$ cat config.mk
export PLATFORM = sky130hd
export DESIGN_NAME = link_rx
export DESIGN_NICKNAME = d
export VERILOG_FILES = /design/src/rtl/link_pkg.sv /design/src/rtl/link_rx_fifo.sv /design/src/rtl/link_rx.sv
export SDC_FILE = /design/constraint.sdc
export NUM_CORES = 1
export LEC_CHECK = 0
export CAP_MARGIN = 20
export CELL_PAD_IN_SITES_DETAIL_PLACEMENT = 0
export CELL_PAD_IN_SITES_GLOBAL_PLACEMENT = 1
export CORE_MARGIN = 8
export CORE_UTILIZATION = 50
export DETAILED_ROUTE_END_ITERATION = 8
export PLACE_DENSITY_LB_ADDON = 0.2
export SLEW_MARGIN = 5
export SYNTH_ARGS = -nofsm -noshare
export SYNTH_HDL_FRONTEND = slang
export SYNTH_SLANG_ARGS = --single-unit
export TNS_END_PERCENT = 10
$ cat constraint.sdc
create_clock -name clock4 -period 3.5 [get_ports clock4]
set_input_delay 0.7 -clock clock4 [delete_from_list [all_inputs] [get_ports clock4]]
set_output_delay 0.7 -clock clock4 [all_outputs]
set_load 0.02 [all_outputs]
$ cat src/rtl/link_pkg.sv
// Shared definitions for the serial link: CPU register addresses, SC bit positions
// and the receive deserializer state encoding.
package link_pkg;

   localparam logic [15:0] ADDR_SB = 16'hFF01;
   localparam logic [15:0] ADDR_SC = 16'hFF02;

   localparam int SC_START = 7;
   localparam int SC_OVF   = 1;
   localparam int SC_FERR  = 0;

   typedef enum logic [1:0] {
      IDLE  = 2'd0,
      START = 2'd1,
      DATA  = 2'd2,
      STOP  = 2'd3
   } rx_state_t;

endpackage

$ cat src/rtl/link_rx_fifo.sv
// Small byte FIFO between the UART deserializer and SB. Pointers carry one extra
// wrap bit; a push into a full FIFO is accepted only when a pop frees a slot in the same cycle.
module link_rx_fifo #(
   parameter int FIFO_AW = 2
) (
   input  logic       clock4,
   input  logic       reset,
   input  logic       push,
   input  logic [7:0] din,
   input  logic       pop,
   output logic [7:0] dout,
   output logic       empty,
   output logic       full
);

   localparam int DEPTH = 1 << FIFO_AW;

   logic [7:0]       mem [DEPTH];
   logic [FIFO_AW:0] wr_ptr;
   logic [FIFO_AW:0] rd_ptr;
   logic             wr_en;
   logic             rd_en;

   assign empty = (wr_ptr == rd_ptr);
   assign full  = (wr_ptr[FIFO_AW] != rd_ptr[FIFO_AW]) &&
                  (wr_ptr[FIFO_AW-1:0] == rd_ptr[FIFO_AW-1:0]);
   assign wr_en = push && (!full || pop);
   assign rd_en = pop && !empty;
   assign dout  = mem[rd_ptr[FIFO_AW-1:0]];

   always_ff @(posedge clock4 or posedge reset) begin
      if (reset) begin
         wr_ptr <= '0;
         rd_ptr <= '0;
      end else begin
         if (wr_en) wr_ptr <= wr_ptr + (FIFO_AW+1)'(1);
         if (rd_en) rd_ptr <= rd_ptr + (FIFO_AW+1)'(1);
      end
   end

   // Storage needs no reset: the pointers define which entries are valid.
   always_ff @(posedge clock4) begin
      if (wr_en) mem[wr_ptr[FIFO_AW-1:0]] <= din;
   end

endmodule

$ cat src/rtl/link_rx.sv
// Serial-link receiver: synchronized UART 8N1 deserializer feeding a byte FIFO,
// drained one byte per armed transfer into SB with a one-cycle serial interrupt.
module link_rx
   import link_pkg::*;
#(
   parameter int CLKS_PER_BIT = 36,
   parameter int FIFO_AW      = 2
) (
   input  logic        clock4,
   input  logic        reset,
   input  logic [15:0] address,
   input  logic [7:0]  indata,
   output logic [7:0]  outdata,
   input  logic        load,
   input  logic        store,
   input  logic        UART_RX,
   output logic        irq
);

   localparam int CW = $clog2(CLKS_PER_BIT);
   localparam logic [CW-1:0] CNT_FULL = CW'(CLKS_PER_BIT - 1);
   localparam logic [CW-1:0] CNT_HALF = CW'(CLKS_PER_BIT / 2 - 1);

   logic            sync1;
   logic            rx_s;
   rx_state_t       state_q, state_d;
   logic [CW-1:0]   cnt_q, cnt_d;
   logic [2:0]      bi_q, bi_d;
   logic [7:0]      shreg_q, shreg_d;
   logic            frame_ok;
   logic            frame_bad;

   logic [7:0]      sb;
   logic            armed;
   logic            ovf;
   logic            ferr;

   logic [7:0]      fifo_dout;
   logic            fifo_empty;
   logic            fifo_full;
   logic            pop;
   logic            sb_wr;
   logic            sc_wr;
   logic            rd;
   logic            ovf_set;

   always_ff @(posedge clock4 or posedge reset) begin
      if (reset) begin
         sync1 <= 1'b1;
         rx_s  <= 1'b1;
      end else begin
         sync1 <= UART_RX;
         rx_s  <= sync1;
      end
   end

   always_ff @(posedge clock4 or posedge reset) begin
      if (reset) begin
         state_q <= IDLE;
         cnt_q   <= '0;
         bi_q    <= '0;
         shreg_q <= '0;
      end else begin
         state_q <= state_d;
         cnt_q   <= cnt_d;
         bi_q    <= bi_d;
         shreg_q <= shreg_d;
      end
   end

   // Start bit is re-checked at its middle; data and stop bits are sampled one bit-time apart.
   always_comb begin
      state_d   = state_q;
      cnt_d     = cnt_q;
      bi_d      = bi_q;
      shreg_d   = shreg_q;
      frame_ok  = 1'b0;
      frame_bad = 1'b0;
      case (state_q)
         IDLE: begin
            if (!rx_s) begin
               state_d = START;
               cnt_d   = CNT_HALF;
            end
         end
         START: begin
            if (cnt_q == '0) begin
               if (!rx_s) begin
                  state_d = DATA;
                  cnt_d   = CNT_FULL;
                  bi_d    = 3'd0;
               end else begin
                  state_d = IDLE;
               end
            end else begin
               cnt_d = cnt_q - CW'(1);
            end
         end
         DATA: begin
            if (cnt_q == '0) begin
               shreg_d[bi_q] = rx_s;
               cnt_d         = CNT_FULL;
               bi_d          = bi_q + 3'd1;
               if (bi_q == 3'd7) state_d = STOP;
            end else begin
               cnt_d = cnt_q - CW'(1);
            end
         end
         STOP: begin
            if (cnt_q == '0) begin
               frame_ok  = rx_s;
               frame_bad = !rx_s;
               state_d   = IDLE;
            end else begin
               cnt_d = cnt_q - CW'(1);
            end
         end
         default: state_d = IDLE;
      endcase
   end

   link_rx_fifo #(.FIFO_AW(FIFO_AW)) u_fifo (
      .clock4 (clock4),
      .reset  (reset),
      .push   (frame_ok),
      .din    (shreg_q),
      .pop    (pop),
      .dout   (fifo_dout),
      .empty  (fifo_empty),
      .full   (fifo_full)
   );

   assign pop     = armed && !fifo_empty;
   assign sb_wr   = store && (address == ADDR_SB);
   assign sc_wr   = store && (address == ADDR_SC);
   assign rd      = load && !store;
   // A simultaneous pop frees the slot, so a full FIFO only overflows without one.
   assign ovf_set = frame_ok && fifo_full && !pop;

   always_ff @(posedge clock4 or posedge reset) begin
      if (reset) begin
         outdata <= 8'h00;
         irq     <= 1'b0;
         sb      <= 8'hFF;
         armed   <= 1'b0;
         ovf     <= 1'b0;
         ferr    <= 1'b0;
      end else begin
         irq <= pop;
         if (pop)        sb <= fifo_dout;
         else if (sb_wr) sb <= indata;
         if (sc_wr)      armed <= indata[SC_START];
         else if (pop)   armed <= 1'b0;
         ovf  <= ovf_set   || (ovf  && !(sc_wr && indata[SC_OVF]));
         ferr <= frame_bad || (ferr && !(sc_wr && indata[SC_FERR]));
         if (rd) begin
            if (address == ADDR_SB)      outdata <= sb;
            else if (address == ADDR_SC) outdata <= {armed, 4'b0000, !fifo_empty, ovf, ferr};
            else                         outdata <= 8'h00;
         end
      end
   end

endmodule

# After elaboration in Yosys (flattened, before gate mapping)
# Memory sizes are Yosys's and may differ from the RTL's.
# Cells that the tools add are included.
# word_totals
register_bits	47
mem_bits_rw	32
out_inout_bits	9
word_cells	103
n_memories	1
# memory_table
name	words	word_bits	read_ports	rd_ports_with_merged_regs	write_ports	line	rtl
u_fifo.mem	4	8	1	0	1	link_rx_fifo.sv:18	logic [7:0] mem [DEPTH];
# op_classes
addsub	4
magnitude_cmp	2
eq_ne	17
n_mux	32
n_reduce_logical	33
# op_table
cell	n
equality test 16 bit, second input constant	2
two-way mux 8 bit	4
two-way mux 6 bit	5
one-hot mux 6 bit (4 select lines)	1
logical AND 1 bit	14
inequality test 2 bit, second input constant	7
two-way mux 2 bit	6
adder 3 x 1 -> 3 bit, second input constant	3
two-way mux 1 bit	9
two-way mux 3 bit	3
bitwise mux 8 bit	1
one-hot mux 2 bit (4 select lines)	1
zero test 1 bit	7
zero test 6 bit	1
one-hot mux 3 bit (2 select lines)	1
nonzero test 2 bit	3
subtractor 6 x 1 -> 6 bit, second input constant	1
AND reduction 5 bit	1
equality test 2 bit, second input constant	2
< comparator 3 x 4 -> 1 bit, second input constant	1
AND reduction 4 bit	1
demux 1 bit (select 3 bit)	1
equality test 3 bit	1
equality test 3 bit, second input constant	1
other kinds (9)	11

# Longest topological paths before layout
# logic_depth
depth_word	7
mapped_depth	8
ltp_nobuf	6

# Cells and area by module
# From an unflattened synthesis, not the netlist that was laid out.
# hier_totals
hier_cells	312
hier_area_um2	3910.0
# by_module_without_submodules
module	n_inst	cells_each	area_each_um2	seq_area_each_um2
link_rx	1	234	2258.4	1038.5
link_rx_fifo	1	78	1651.6	1111.1

# Worst setup path after synthesis
# Ideal clock, no wire load.
# synth_path
kind	register to register
from	register cnt_q[0]
to	memory u_fifo.mem[2][0] (enable)
setup_ns	0.332
t_arrival_ns	1.913
required_time_ns	3.168
path_slack_ns	1.255
stages_incl_launch_ff	7
n_path_buf	0
path_cell_list	dfrtp_1 > inv_1 > ha_1 > nor4b_2 > nand3_1 > nor3b_2 > and2_1
# synth_between
elab_chain_len	6
# synth_lines
item	line	rtl
start: declaration	link_rx.sv:27	logic [CW-1:0] cnt_q, cnt_d;
start signal: assignment	link_rx.sv:65	cnt_q <= cnt_d;
zero test 6 bit	link_rx.sv:110	if (cnt_q == '0) begin
two-way mux 1 bit	link_rx.sv:110	
two-way mux 1 bit	link_rx.sv:79	case (state_q)
logical AND 1 bit	link_rx_fifo.sv:27	assign wr_en = push && (!full || pop);
two-way mux 1 bit	link_rx_fifo.sv:43	if (wr_en) mem[wr_ptr[FIFO_AW-1:0]] <= din;
two-way mux 1 bit (not written as such)	link_rx_fifo.sv:43	
end: declaration	link_rx_fifo.sv:18	
# Every way passes these cells.

# Final worst setup path
# layout_path
from	register cnt_q[0]
to	memory u_fifo.mem[3][3] (enable)
# The elaborated chain is that of the path after synthesis.

==> results by group <==
Clocking
  • CTS tree: yes
  • Clock insertion delay at the later pin of the skew report: 0.34 ns
  • Root buffer cell: clkbuf_8
  • Number of buffers on the longest clock path: 2
  • Sink Count: 79
  • Number of hold buffers added after cts: 0
  • Post-CTS setup buffers: 0
  • Clock buffers created by TritonCTS: 9
  • CTS clock-pin slew for the worst setup and hold paths: 0.08 ns
  • Maximum level of the CTS H-tree: 3
  • Number of resized instances in the post-cts repair step: 0

Power and ir drop
  • Leakage power total: 1.78 nW
  • Largest voltage drop on the vdd net: 0.319 mV
  • PwrDens: 638 nW/um2

Yosys
  • Post-synth top area cell: edfxtp_1
  • Most area-consuming cells after synthesis: edfxtp_1 (25%), dfrtp_1 (24%), dfstp_2 (6.9%), mux4_2 (4.7%), ha_1 (4.3%)
  • Number of synthesized flops with an enable pin: 32
  • Per-instance average area after synthesis: 12.9 um2
  • Proportion of synthesized chip area in sequential cells: 56.4%
  • Share of flip-flops with an asynchronous set or reset after synthesis: 59.5%
  • Top-count cell post-synth: dfrtp_1
  • Number of instances in the synthesized netlist: 296
  • Top post-synthesis cells by count: dfrtp_1 (37), edfxtp_1 (32), nand2_1 (19), nor2_1 (19), ha_1 (13)
  • Synthesized net count: 338
  • Post-Synthesis Cell Area: 3810 um2
  • Synth top area share: 25.2%
  • Primary flip-flop cell chosen by synthesis mapping: dfrtp_1
  • Number of warnings issued by yosys: 0
  • Count of state elements after synthesis: 79
  • Synth cell types: 63

STA
  • Post-route minimum period: 2.55 ns
  • Setup ws final: 0.951 ns
  • Total Negative Setup Slacks: 0 ns
  • Hold violation count in the final report: 0
  • Rel. slew slack: 59.4%
  • Achievable Freq: 392 MHz
  • Unrepaired setup endpoints after global routing: no
  • Fraction of the cycle the final worst path needs: 72.8%
  • Slew at the pin closest to its max-slew limit: 0.607 ns
  • Worst-case clock skew: 0.0130 ns
  • Hold slack: 0.360 ns
  • Max-slew violation count: 0
  • Setup violation total in the final timing report: 0

GRT
  • Pin count of the biggest net entering global routing: 27
  • Initial antenna violation count: 0
  • Tot GR Track Use: 16.1%
  • Via count of the first global-routing pass: 2553
  • Global-route wire length before repair: 13100 um
  • Global route total overflow: 0

Routing
  • Wire length after detailed routing: 7830 um
  • Number of remaining DRC errors: 0
  • Final routed wire length divided by cell count: 17.8 um
  • First-pass iteration count of the detailed router: 4
  • Drt via density: 5.69
  • Antenna violation net count after detailed routing: 0
  • Violation count after the first detailed-route iteration: 139
  • Total number of vias: 2498

Floorplanning
  • Placeable core region: 7570 um2
  • Effective utilization at floorplan: 50.4%
  • Total Die Area: 10700 um2
  • Standard-cell row count: 32
  • Boundary Pins: 38
  • Die span in x: 103 um
  • Die height: 103 um

Place
  • Final weighted congestion in routability-driven placement: 0.768
  • Placement-stage worst setup slack: 0.749 ns
  • Buffers on Ports: 37
  • Estimated wirelength of the detail-placed design: 5370 um

Worst setup path
  • Cell type of the slowest stage on the worst timing path: or4b_1
  • Critical Path RT: 3.49 ns
  • Largest fanout on the critical path: 9
  • Count of buffer and inverter cells on the critical path: 1
  • Crit path arrival time: 2.54 ns
  • Critical-path cell list: inv_1 > ha_1 > or4b_1 > nor2_1 > and4b_1
  • Critical path's largest stage delay: 0.66 ns
  • Sort of element at the start of the critical path: flop
  • Kind of cell adding the most delay to the critical path: simple AND/OR/NAND/NOR gates
  • Category of the worst setup path capture point: flop
  • Type of the worst setup path: flop to flop

Finish
  • Synth-to-Final Area Change: 16.0%
  • Antenna cell count: 0
  • Fill cell count: 626
  • Share of layout cells above drive strength 1: 16.9%
  • Layout net count: 374

Min path
  • Tightest Hold Check Type: flop to flop

Outcome
  • Result of the run: complete, no violations

Flow run
  • Number of max-cap violations: 0
==> logic make-up after synthesis <==
logic type      after synthesis  share of synthesized area (%)
flops                        79                           56.4
fa+ha+maj                    13                           4.27
buf+inv                      29                           3.71
xor+xnor                      8                           1.84
compound gates               57                           10.7
mux                          20                           8.24
simple gates                 90                           14.9
==> layout make-up <==
cell class,count,area [um2],area share (%)
flip-flops and latches,79,2150,48.6
multi-input cells,188,1520,34.4
repair buffers,42,408,9.22
well taps,102,128,2.89
clock buffers,9,124,2.80
clock inverters,7,47.5,1.08
inverters,12,45.0,1.02
==> state kept, by name, indices dropped and copies added (netlist names), 3 cells and up, named ones only <==
register,count
u_fifo.rd_ptr,3
sb,8
shreg_q,8
cnt_q,6
outdata,8
u_fifo.mem,32
u_fifo.wr_ptr,3
bi_q,3
==> power breakdown <==
group	switching, mW	internal (mW)	leakage (nW)
registers	0.160	1.14	0.905
logic	0.480	0.445	0.785
clock network	0.341	0.257	0.0870
total	0.982	1.84	1.78
==> layer usage <==
metal  up-vias  global-route usage, %  share of wire, %
li1       1181                      -                 -
met1      1255                   22.8                49
met2        52                   24.2                45
met3        10                   3.21               4.9
met4         0                   5.45               1.3
met5         -                      0                 0
==> through the flow <==
step           total power [mW]  cell area [um2]  cells  util [%]
3_3_place_gp               2.21             4250    423      56.2
6_report                   2.82             4420    439      58.4
2_1_floorplan              2.02             3810    296         -
5_1_grt                    3.00             4420    439      58.4
4_1_cts                    2.83             4420    439      58.4
3_5_place_dp               2.23             4250    423      56.2
==> cell usage in the layout (no fill, tap or decap), types with 3 or more instances in the layout <==
| cell | instances |
|---|---|
| nor2_1 | 19 |
| ha_1 | 13 |
| inv_1 | 11 |
| clkdlybuf4s50_1 | 37 |
| a31oi_1 | 9 |
| o31ai_1 | 3 |
| nor3b_1 | 3 |
| buf_4 | 5 |
| dfstp_2 | 10 |
| xnor2_1 | 6 |
| dfrtp_1 | 37 |
| edfxtp_1 | 32 |
| nand4_1 | 3 |
| nand2_1 | 19 |
| o21ai_0 | 3 |
| nand2b_1 | 4 |
| nor3_1 | 5 |
| mux2_1 | 5 |
| and2_1 | 3 |
| a21oi_1 | 6 |
| mux2_2 | 6 |
| o21ai_1 | 8 |
| mux4_2 | 8 |
| a221oi_1 | 3 |
| clkbuf_8 | 9 |
| nand3_1 | 11 |
| a2bb2oi_1 | 10 |
==> final timing paths <==
check                              start                to  slack [ns]  depth (start not counted)
worst max-delay path            cnt_q[0]  u_fifo.mem[3][3]        0.95                          5
max in group asynchronous          reset             sb[1]        2.06                          3
worst min-delay path               sync1              rx_s        0.36                          0
worst max register to register  cnt_q[0]  u_fifo.mem[3][3]        0.95                          5
min in group asynchronous          reset           bi_q[2]        0.74                          2
worst min register to register     sync1              rx_s        0.36                          0
Power figures use the tool's default switching activity.
